$ cat src/rtl/mc_pkg.sv
// Shared encodings for the multicycle MIPS control sequencer.
package mc_pkg;

  // Sequencer states; the numeric values are visible on the debug state port.
  localparam logic [3:0] StFetch  = 4'd0;
  localparam logic [3:0] StDecode = 4'd1;
  localparam logic [3:0] StMemAdr = 4'd2;
  localparam logic [3:0] StMemRd  = 4'd3;
  localparam logic [3:0] StMemWb  = 4'd4;
  localparam logic [3:0] StMemWr  = 4'd5;
  localparam logic [3:0] StExec   = 4'd6;
  localparam logic [3:0] StAluWb  = 4'd7;
  localparam logic [3:0] StBranch = 4'd8;
  localparam logic [3:0] StAddiEx = 4'd9;
  localparam logic [3:0] StAddiWb = 4'd10;
  localparam logic [3:0] StJump   = 4'd11;
  localparam logic [3:0] StTrap   = 4'd12;

  // ALU operation encodings.
  localparam logic [2:0] AluAnd = 3'b000;
  localparam logic [2:0] AluOr  = 3'b001;
  localparam logic [2:0] AluAdd = 3'b010;
  localparam logic [2:0] AluSub = 3'b110;
  localparam logic [2:0] AluSlt = 3'b111;

  // Opcodes (Instr[31:26]).
  localparam logic [5:0] OpRtype = 6'b000000;
  localparam logic [5:0] OpLw    = 6'b100011;
  localparam logic [5:0] OpSw    = 6'b101011;
  localparam logic [5:0] OpBeq   = 6'b000100;
  localparam logic [5:0] OpBne   = 6'b000101;
  localparam logic [5:0] OpAddi  = 6'b001000;
  localparam logic [5:0] OpJ     = 6'b000010;

  // R-type funct codes (Instr[5:0]).
  localparam logic [5:0] FnAdd = 6'b100000;
  localparam logic [5:0] FnSub = 6'b100010;
  localparam logic [5:0] FnAnd = 6'b100100;
  localparam logic [5:0] FnOr  = 6'b100101;
  localparam logic [5:0] FnSlt = 6'b101010;

  // PC source select.
  localparam logic [1:0] PcSrcAlu    = 2'b00;
  localparam logic [1:0] PcSrcAluOut = 2'b01;
  localparam logic [1:0] PcSrcJump   = 2'b10;

  // ALU operand B select.
  localparam logic [1:0] SrcBReg    = 2'b00;
  localparam logic [1:0] SrcBFour   = 2'b01;
  localparam logic [1:0] SrcBImm    = 2'b10;
  localparam logic [1:0] SrcBImmSh2 = 2'b11;

endpackage

$ cat src/rtl/mc_funct_decode.sv
// R-type funct decoder: maps funct to an ALU operation and flags unsupported codes.
module mc_funct_decode
  import mc_pkg::*;
(
  input  logic [5:0] funct_i,
  output logic [2:0] alu_op_o,
  output logic       legal_o
);

  // Table lookup; unsupported functs report AND (all-zero) and legal_o low.
  always_comb begin
    alu_op_o = AluAnd;
    legal_o  = 1'b1;
    case (funct_i)
      FnAdd:   alu_op_o = AluAdd;
      FnSub:   alu_op_o = AluSub;
      FnAnd:   alu_op_o = AluAnd;
      FnOr:    alu_op_o = AluOr;
      FnSlt:   alu_op_o = AluSlt;
      default: legal_o  = 1'b0;
    endcase
  end

endmodule

$ cat src/rtl/mc_control_fsm.sv
// Multicycle MIPS control sequencer with memory handshake, optional timeout,
// illegal-instruction trap and retired-instruction counter.
module mc_control_fsm
  import mc_pkg::*;
#(
  parameter int unsigned CNT_W       = 32,
  parameter int unsigned MEM_TIMEOUT = 0,
  parameter bit          EN_BNE      = 1'b1,
  parameter bit          EN_ADDI     = 1'b1
) (
  input  logic             clk,
  input  logic             rst_n,
  input  logic [5:0]       opcode,
  input  logic [5:0]       funct,
  input  logic             zero,
  input  logic             mem_ready,
  output logic             mem_req,
  output logic             mem_we,
  output logic             iord,
  output logic             ir_write,
  output logic             pc_en,
  output logic [1:0]       pc_src,
  output logic [2:0]       alu_op,
  output logic             alu_src_a,
  output logic [1:0]       alu_src_b,
  output logic             reg_write,
  output logic             mem_to_reg,
  output logic             reg_dst,
  output logic             trap,
  output logic [3:0]       state,
  output logic [CNT_W-1:0] retired
);

  logic [3:0]       state_q, state_d;
  logic [CNT_W-1:0] retired_q, retired_d;
  logic [31:0]      wait_q, wait_d;
  logic             retire;
  logic             in_req;
  logic             timeout_hit;
  logic [2:0]       funct_op;
  logic             funct_legal;

  mc_funct_decode u_funct_decode (
    .funct_i  (funct),
    .alu_op_o (funct_op),
    .legal_o  (funct_legal)
  );

  assign in_req = (state_q == StFetch) || (state_q == StMemRd) || (state_q == StMemWr);

  // Limit reached on the last tolerated wait cycle; a same-cycle mem_ready still wins.
  assign timeout_hit = (MEM_TIMEOUT != 0) && !mem_ready &&
                       (wait_q == 32'(MEM_TIMEOUT - 1));

  // Next-state selection and retire strobe.
  always_comb begin
    state_d = state_q;
    retire  = 1'b0;
    case (state_q)
      StFetch: begin
        if (mem_ready)        state_d = StDecode;
        else if (timeout_hit) state_d = StTrap;
      end
      StDecode: begin
        case (opcode)
          OpLw, OpSw: state_d = StMemAdr;
          OpRtype:    state_d = StExec;
          OpBeq:      state_d = StBranch;
          OpBne:      state_d = EN_BNE ? StBranch : StTrap;
          OpAddi:     state_d = EN_ADDI ? StAddiEx : StTrap;
          OpJ:        state_d = StJump;
          default:    state_d = StTrap;
        endcase
      end
      StMemAdr: state_d = (opcode == OpSw) ? StMemWr : StMemRd;
      StMemRd: begin
        if (mem_ready)        state_d = StMemWb;
        else if (timeout_hit) state_d = StTrap;
      end
      StMemWr: begin
        if (mem_ready) begin
          retire  = 1'b1;
          state_d = StFetch;
        end else if (timeout_hit) begin
          state_d = StTrap;
        end
      end
      StExec:   state_d = funct_legal ? StAluWb : StTrap;
      StAddiEx: state_d = StAddiWb;
      StMemWb, StAluWb, StBranch, StAddiWb, StJump: begin
        retire  = 1'b1;
        state_d = StFetch;
      end
      StTrap:   state_d = StTrap;
      default:  state_d = StTrap;
    endcase
  end

  // Wait counter restarts whenever the sequencer moves; it only counts stalled request cycles.
  always_comb begin
    wait_d    = '0;
    if (in_req && !mem_ready && (state_d == state_q)) wait_d = wait_q + 32'd1;
    retired_d = retire ? retired_q + CNT_W'(1) : retired_q;
  end

  // State registers with synchronous active-low reset.
  always_ff @(posedge clk) begin
    if (!rst_n) begin
      state_q   <= StFetch;
      retired_q <= '0;
      wait_q    <= '0;
    end else begin
      state_q   <= state_d;
      retired_q <= retired_d;
      wait_q    <= wait_d;
    end
  end

  // Datapath controls decoded from the current state; everything defaults low.
  always_comb begin
    mem_req    = 1'b0;
    mem_we     = 1'b0;
    iord       = 1'b0;
    ir_write   = 1'b0;
    pc_en      = 1'b0;
    pc_src     = PcSrcAlu;
    alu_op     = AluAnd;
    alu_src_a  = 1'b0;
    alu_src_b  = SrcBReg;
    reg_write  = 1'b0;
    mem_to_reg = 1'b0;
    reg_dst    = 1'b0;
    trap       = 1'b0;
    case (state_q)
      StFetch: begin
        mem_req   = 1'b1;
        alu_src_b = SrcBFour;
        alu_op    = AluAdd;
        ir_write  = mem_ready;
        pc_en     = mem_ready;
      end
      StDecode: begin
        alu_src_b = SrcBImmSh2;
        alu_op    = AluAdd;
      end
      StMemAdr, StAddiEx: begin
        alu_src_a = 1'b1;
        alu_src_b = SrcBImm;
        alu_op    = AluAdd;
      end
      StMemRd: begin
        mem_req = 1'b1;
        iord    = 1'b1;
      end
      StMemWb: begin
        reg_write  = 1'b1;
        mem_to_reg = 1'b1;
      end
      StMemWr: begin
        mem_req = 1'b1;
        mem_we  = 1'b1;
        iord    = 1'b1;
      end
      StExec: begin
        alu_src_a = 1'b1;
        alu_op    = funct_op;
      end
      StAluWb: begin
        reg_write = 1'b1;
        reg_dst   = 1'b1;
      end
      StBranch: begin
        alu_src_a = 1'b1;
        alu_op    = AluSub;
        pc_src    = PcSrcAluOut;
        pc_en     = (opcode == OpBne) ? !zero : zero;
      end
      StAddiWb: reg_write = 1'b1;
      StJump: begin
        pc_src = PcSrcJump;
        pc_en  = 1'b1;
      end
      StTrap:  trap = 1'b1;
      default: ;
    endcase
  end

  assign state   = state_q;
  assign retired = retired_q;

endmodule

$ cat config.mk
export PLATFORM = sky130hd
export DESIGN_NAME = mc_control_fsm
export DESIGN_NICKNAME = d
export VERILOG_FILES = /design/src/rtl/mc_pkg.sv /design/src/rtl/mc_funct_decode.sv /design/src/rtl/mc_control_fsm.sv
export SDC_FILE = /design/constraint.sdc
export NUM_CORES = 1
export LEC_CHECK = 0
export BUFFER_PORTS_ARGS = -buffer_cell sky130_fd_sc_hd__buf_4
export CORE_ASPECT_RATIO = 0.6
export CORE_MARGIN = 5
export CORE_UTILIZATION = 44
export CTS_CLUSTER_SIZE = 20
export DETAILED_ROUTE_END_ITERATION = 10
export PLACE_DENSITY = 0.79
export SYNTH_ARGS = -nofsm -noshare
export SYNTH_HDL_FRONTEND = slang
export SYNTH_HIERARCHICAL = 1
export SYNTH_SLANG_ARGS = --single-unit
$ cat constraint.sdc
create_clock -name clk -period 4.3 [get_ports clk]
set_input_delay 0.86 -clock clk [delete_from_list [all_inputs] [get_ports clk]]
set_output_delay 0.86 -clock clk [all_outputs]
set_load 0.05 [all_outputs]
==> results of run 1 <==
worst max-delay path by stage:
stage | slack [ps] | to | startpoint | depth (start not counted)
2_1_floorplan | 820 | pc_en | state[0]$_SDFFE_PN0P_ | 4
3_3_place_gp | 960 | pc_en | opcode[1] | 6
3_5_place_dp | 940 | pc_en | opcode[1] | 6
4_1_cts | 940 | pc_en | opcode[1] | 6
5_1_grt | 890 | pc_en | opcode[1] | 6
6_report | 950 | pc_en | opcode[1] | 6
power groups by stage:
stage / Sequential, uW / Combinational [uW] / Clock [uW]
floorplan: 441 / 443 / 0
global placement: 427 / 634 / 0
detailed placement: 427 / 637 / 0
CTS: 419 / 640 / 254
global route: 431 / 677 / 271
finish: 421 / 639 / 249
registers in the layout (all words and copies together), names as in the netlist:
signal	flops
state	4
retired	32
layout make-up:
cell class                 count  share of cell area, %
multi-input combinational    232                  50.50
timing repair buffer          69                  17.90
inverter                       5                 0.6485
sequential                    36                  24.90
clock inverter                 2                 0.3459
clock buffer                   6                  2.853
tap                           66                  2.853
cells by family (layout without fill, tap and decap cells):
logic type / count (synthesis) / after routing
AOI/OAI and AO/OA: 45 / 45
buffers and inverters: 18 / 82
adders and majority gates: 1 / 1
DFF: 36 / 36
xor gates and xnor gates: 20 / 20
muxes: 10 / 10
and+or+nand+nor: 156 / 156
cells in the final DEF (no fill, tap or decap), drive strengths merged, types with 3 or more instances in the layout:
master  instances
buf            69
dfxtp          36
nor2           32
nand2          23
nand2b         16
nand3          15
xnor2          14
o21ai          14
mux2i          10
nor4           10
nor3            9
nand4           9
a21oi           8
and3            8
nor2b           6
xor2            6
clkbuf          6
inv             5
a31oi           4
nor4b           4
and2            4
or3             4
and4            3
o22ai           3
o41ai           3
routing by layer:
layer / wire length (um) / global-route usage, %
met1: 2758 / 25.92
met2: 2757 / 27.10
met3: 570 / 5.090
met4: 55 / 5.565
met5: 0 / 0
tightest hold or removal path: cells and delay by family (launching register included):
family        cells  cell delay (ps)
flops             1              320
mux               1               50
simple gates      1               60
per-stage QoR:
stage	utilization [%]	hold WS, ps	std cells	total power [uW]	worst slack [ps]
final	57.83	476.6	416	1310	953.6
after global routing	57.83	513.4	416	1379	895.0
after CTS	57.83	481.9	416	1313	938.0
after detailed placement	55.97	467.9	408	1065	941.1
after global placement	55.97	457.3	408	1061	963.2
after floorplan	-	679.4	286	883.5	824.8
==> run summary, run 1 <==
clk slew on worst S/H paths - 70 ps
clock latency on the worst-skew pair - 290 ps
Synth Area per Inst - 7.875 um2
cell mode on critical path - buf_4
Crit Path Category - primary input to output pin
Avg WL per Cell - 14.76 um
Die Wd - 102.4 um
Worst Clk Skew - 3.738 ps
Starting Density - 45.00%
setup repair after global routing missed its margin - no
Synth Register Bits - 36
CTS Hold Bufs - 0
Mapped Cells - 286
fraction of layout cells with a size suffix above 1 - 24.00%
cell taking the most area after synthesis - dfxtp_1
worst hold stages - 2
Root Driver - clkbuf_8
Pwr per Cell Area - 452.6 mW/mm2
Residual DRC - 0
Design Area, Final - 0.002894 mm2
Tcrit/Tclk final - 77.82%
Worst-Margin Slew - 763.2 ps
outcome - completed
multi-input logic area - 0.001461 mm2
Pre-antenna DRT Iters - 5
Final Max Tran Viols - 0
Routability Congestion - 0.7996
first-pass GRT wire length - 9956 um
FFs w/ async S/R, synth - 0%
# nets final - 366
R2R setup slack - 1870 ps
number of synthesized flops with an enable pin - 0
Adder-Cell Fraction of Synth Area - 0.5556%
sequential fraction of design power - 32.2%
Die H - 65.42 um
synth top area cells - dfxtp_1, xnor2_1, nor2_1
# rows - 20
final wirelength - 6142 um
CP endpoint kind - output pin
top cells by count, synth - dfxtp_1, nor2_1, nand2_1
ys flop type - dfxtp_1
largest family of logic cells by synthesized area - simple AND/OR/NAND/NOR gates
syn_nets - 303
worst r2r dst - retired[25]$_SDFFE_PN0P_
combinational share of power - 48.8%
Yosys warnings - 6
Net Sw Power - 630.1 uW
CTS HTree Levels - 2
worst vdd ir - 550.1 uV
post-CTS setup buffer count - 0
Worst Path Arrival - 2490 ps
Max clock buf depth - 2
area delta synth->final - 28.50%
Achievable Freq - 298.8 MHz
Clk pwr share - 19.0%
post-synthesis sequential area ratio - 32.00%
Reg area - 720.7 um2
GRT Resource Usage Total - 18.37%
Synth Area in Simple Gates - 39.22%
fillcell total - 460
Static Leak - 0.001171 uW
share of the synthesized area in the top cell type - 32.00%
Synth Area in Compound Gates - 12.89%
Placement Cell Area - 0.002801 mm2
worst-path fanout max - 6
Hold EP - retired[31]$_SDFFE_PN0P_
dominant cell by count in the synthesized netlist - dfxtp_1
DRT iter0 DRCs - 152
sw frac - 48.10%
Core Region - 0.005005 mm2
initial antenna violation count - 0
antenna violation net count after detailed routing - 0
Vias - 2389
Internal Power - 679.8 uW
ant diodes - 0
CTS tree - built
DIE AREA - 0.006696 mm2
total CTS buffers - 5
worst hold path type - flop to flop
largest net degree at the start of global routing - 27
mux share of post-synthesis cell area - 4.444%
io pins - 69
hold_sp - retired[31]$_SDFFE_PN0P_
Netlist cell types - 47
area of the mapped netlist - 0.002252 mm2
fraction of synthesized cell area in xor and xnor cells - 7.778%
GRT overflow - 0
Buf+Inv Stages, Crit Path - 2
R2R cell count - 5
final setup fails - 0
R2R Path Start - state[1]$_SDFFE_PN0P_
final worst path period need - 3346 ps
max_cap viols - 0
crit-path cells - buf_4 -> or4b_2 -> nor3b_1 -> xor2_1 -> a211o_1 -> buf_4
slowest CP cell - or4b_2
Crit path max-delay family - simple AND/OR/NAND/NOR gates
vias in the first global route - 2077
DR vias/cell - 5.743
Worst EP required - 3440 ps
CTS sink cnt - 36
Slew headroom - 49.06%
critical path launch point type - primary input
Setup TNS - 0 ps
Post-DP HPWL - 4565 um
Final Hold Fails - 0
post-CTS sizing - 0
slowest stage delay, CP - 680 ps
port bufs - 68
No activity file was read; power rests on OpenSTA's default activity.
==> run 2: changes to the inputs <==
Clock period 4.3 ns to 3.5 ns, I/O delays scaled along.
==> run 2 against run 1 <==
Compared with the run above: sequential share of layout area shrank 0.16 points; hold slack gained 8.4 ps; routed wire length shrank 3.6%; largest power group unchanged; critical path depth unchanged.
==> run summary, run 2 (synthesis gave the netlist of run 1 again) <==
outcome - completed
worst hold path type - flop to flop
Residual DRC - 0
crit-path cells - buf_4 -> or4b_2 -> nor3b_1 -> xor2_1 -> a211o_1 -> buf_4
Worst-Margin Slew - 743.5 ps
Die Wd - 102.4 um
Hold WS - 484.9 ps
largest net degree at the start of global routing - 27
Root Driver - clkbuf_8
fillcell total - 479
CTS Hold Bufs - 0
worst vdd ir - 745.6 uV
fraction of layout cells with a size suffix above 1 - 24.00%
first-pass GRT wire length - 9653 um
setup repair after global routing missed its margin - no
Buf+Inv Stages, Crit Path - 2
GRT overflow - 0
slowest CP cell - or4b_2
cell mode on critical path - buf_4
Pwr per Cell Area - 572.3 mW/mm2
CP endpoint kind - output pin
Static Leak - 0.001174 uW
DIE AREA - 0.006696 mm2
final worst path period need - 3064 ps
Largest register FFs - 32
Crit Path Category - primary input to output pin
post-CTS setup buffer count - 0
Worst Path Arrival - 2360 ps
Final Hold Fails - 0
clock latency on the worst-skew pair - 300 ps
antenna violation net count after detailed routing - 0
Max clock buf depth - 2
critical path launch point type - primary input
CTS tree - built
most frequent cells in the layout - buf_4, dfxtp_1, nor2_1
Crit path max-delay family - simple AND/OR/NAND/NOR gates
worst-path fanout max - 6
final wirelength - 5920 um
Tcrit/Tclk final - 87.55%
ant diodes - 0
io pins - 69
post-CTS sizing - 0
total CTS buffers - 5
Setup TNS - 0 ps
initial antenna violation count - 0
# rows - 20
DR vias/cell - 5.584
slowest stage delay, CP - 680 ps
max_cap viols - 0
CTS sink cnt - 36
Worst Clk Skew - 7.923 ps
Pre-antenna DRT Iters - 5
area delta synth->final - 29.33%
port bufs - 68
# nets final - 366
CTS HTree Levels - 2
Slew headroom - 50.38%
Achievable Freq - 326.3 MHz
Final Max Tran Viols - 0
Starting Density - 45.00%
Avg WL per Cell - 14.23 um
vias in the first global route - 2018
Core Util, Final - 58.20%
DRT iter0 DRCs - 99
clk slew on worst S/H paths - 80 ps
Die H - 65.42 um
Core Region - 0.005005 mm2
Vias - 2323
multi-input logic area - 0.001461 mm2
GRT Resource Usage Total - 17.98%
Worst EP required - 2800 ps
Post-DP HPWL - 4371 um
Routability Congestion - 0.7981
final setup fails - 0
Reg area - 720.7 um2
commonest non-fill, non-tap cell in the layout - buf_4
-- run 2: cell count changes in the layout (fill, tap and decap cells not counted) --
cell	change
bufinv_16	+1
clkbuf_8	-1
clkinv_2	-1
clkinvlp_4	+1
-- run 2: path summary, 6_finish.rpt --
check                                              start                       end  slack, ps  depth (start not counted)
worst max-delay path                           opcode[1]                     pc_en        440                          6
worst min-delay path            retired[31]$_SDFFE_PN0P_  retired[31]$_SDFFE_PN0P_        480                          2
worst max register to register     state[1]$_SDFFE_PN0P_  retired[25]$_SDFFE_PN0P_       1140                          5
worst min register to register  retired[31]$_SDFFE_PN0P_  retired[31]$_SDFFE_PN0P_        480                          2
-- run 2: layout make-up --
cell class / count / share of cell area, %
clock buffer: 5 / 2.363
inverter: 5 / 0.6443
tap: 66 / 2.835
timing repair buffer: 69 / 17.78
sequential: 36 / 24.74
multi-input combinational: 232 / 50.17
clock inverter: 3 / 1.460
-- run 2: per-stage QoR --
step	worst slack [ps]	instance area, um2	power (uW)	instances
after floorplan	184.8	2252	1085	286
after global placement	483.0	2801	1304	408
after detailed placement	437.4	2801	1305	408
after CTS	430.5	2913	1675	416
after global routing	382.5	2913	1756	416
final	435.7	2913	1667	416
-- run 2: metal layers --
metal / global-route usage, % / wire [um] / vias to the layer above
li1: - / - / 1169
met5: 0 / 0 / -
met3: 5.302 / 534 / 7
met2: 25.57 / 2526 / 89
met1: 25.43 / 2777 / 1058
met4: 6.710 / 82 / 0
-- run 2: where the power goes --
group	switching (uW)	internal (uW)	leakage [uW]
clock	158	211	0.0000541
combinational	537	246	0.000829
sequential	82.9	432	0.000291
-- run 2: worst min-delay path: stages, from the launching register on --
cell     delay, ps
dfxtp_1        330
nand2_1         60
mux2i_1         60
==> run 3: changes to the inputs <==
Settings changed: CELL_PAD_IN_SITES_DETAIL_PLACEMENT set to 0, CELL_PAD_IN_SITES_GLOBAL_PLACEMENT set to 1, CORE_UTILIZATION 44 to 37, PLACE_DENSITY 0.79 to 0.89.
==> run 3 against run 2 <==
Compared with the run above: cell count increased by 4.3%; combinational power about the same; non-clock buffer count unchanged; largest power group unchanged; die area increased by 16%; clock skew decreased by 3.7 ps; setup slack got worse by 41 ps; critical endpoint unchanged.
==> run summary, run 3 (synthesis gave the netlist of run 1 again) <==
Tcrit/Tclk final - 88.71%
Avg WL per Cell - 14.51 um
CTS Hold Bufs - 0
outcome - completed
CTS sink cnt - 36
Starting Density - 37.53%
fraction of layout cells with a size suffix above 1 - 23.43%
Routability Congestion - 0.8334
io pins - 69
worst hold path type - flop to flop
# rows - 22
Inst Count DP - 426
DR vias/cell - 5.320
Max clock buf depth - 2
Reg area - 720.7 um2
Most Crowded Layer GR - met1
Setup TNS - 0 ps
worst-path fanout max - 6
clock latency on the worst-skew pair - 290 ps
Vias - 2309
commonest non-fill, non-tap cell in the layout - buf_4
DIE AREA - 0.007799 mm2
post-CTS sizing - 0
grt met3 use - 4.589%
antenna violation net count after detailed routing - 0
Static Leak - 0.001166 uW
fillcell total - 632
Pwr per Cell Area - 551.6 mW/mm2
most frequent cells in the layout - buf_4, dfxtp_1, nor2_1
post-CTS setup buffer count - 0
crit-path cells - buf_4 -> or4b_2 -> nor3b_1 -> xor2_1 -> a211o_1 -> buf_4
Slew headroom - 24.63%
met1 Use GR - 24.39%
Residual DRC - 0
Final Hold Fails - 0
final std cells w/o fill - 434
Pre-antenna DRT Iters - 4
Die H - 70.44 um
final wirelength - 6297 um
final setup fails - 0
critical path launch point type - primary input
ant diodes - 0
Worst Path Arrival - 2400 ps
Core Region - 0.006001 mm2
multi-input logic area - 0.001461 mm2
setup repair after global routing missed its margin - no
max_cap viols - 0
CTS tree - built
global routing usage on met2 - 21.98%
worst vdd ir - 237.9 uV
largest net degree at the start of global routing - 27
Largest register FFs - 32
slowest CP cell - or4b_2
Crit Path Category - primary input to output pin
clk slew on worst S/H paths - 70 ps
cell mode on critical path - buf_4
DRT iter0 DRCs - 151
CTS HTree Levels - 2
Achievable Freq - 322.1 MHz
vias in the first global route - 2090
Worst-Margin Slew - 1131 ps
port bufs - 68
Post-DP HPWL - 4843 um
area delta synth->final - 29.39%
first-pass GRT wire length - 10520 um
Root Driver - clkbuf_8
GRT Resource Usage Total - 16.16%
Worst EP required - 2800 ps
# nets final - 366
total CTS buffers - 5
CP endpoint kind - output pin
initial antenna violation count - 0
Die Wd - 110.7 um
Worst Clk Skew - 4.195 ps
slowest stage delay, CP - 700 ps
GRT overflow - 0
final worst path period need - 3105 ps
Final Max Tran Viols - 0
run 3: cell count changes in the layout (fill, tap and decap cells not counted), sizes merged:
cell / change
bufinv: -1
clkinvlp: -1
clkinv: -1
clkbuf: +3
run 3: where the power goes:
group,internal [uW],switching (uW),leakage (uW)
sequential,433,86.8,0.000291
combinational,238,547,0.000830
clock,161,143,0.0000455
run 3: layout make-up:
cell class,instances,area share (%)
timing repair buffer,69,17.78
clock buffer,8,3.091
tap,84,3.607
multi-input combinational,232,50.15
sequential,36,24.73
inverter,5,0.6441
run 3: routing by layer:
metal | up-vias | share of wire [%]
met2 | 56 | 43
met1 | 1082 | 51
met4 | 0 | 0.49
met5 | - | 0
li1 | 1167 | -
met3 | 4 | 5.6
run 3: final timing paths:
path | slack, ps | from | to | depth (start not counted)
worst max-delay path | 400 | opcode[1] | pc_en | 6
worst min-delay path | 480 | retired[31]$_SDFFE_PN0P_ | retired[31]$_SDFFE_PN0P_ | 2
worst max register to register | 770 | state[0]$_SDFFE_PN0P_ | retired[27]$_SDFFE_PN0P_ | 5
worst min register to register | 480 | retired[31]$_SDFFE_PN0P_ | retired[31]$_SDFFE_PN0P_ | 2
run 3: worst max-delay path, delay by kind of cell:
kind	cells	cell delay, ps
compound gates	1	300
simple gates	2	980
xor+xnor	1	110
buf+inv	2	320
run 3: stage by stage:
stage	cell area (um2)	hold slack, ps	setup slack, ps	total power, uW	utilization [%]
after floorplan	2252	679.4	184.8	1085	-
after global placement	2824	453.3	419.7	1308	47.06
after detailed placement	2824	475.6	393.9	1313	47.06
after CTS	2914	486.5	386.0	1618	48.56
after global routing	2914	525.6	317.0	1698	48.56
final	2914	476.6	395.1	1607	48.56
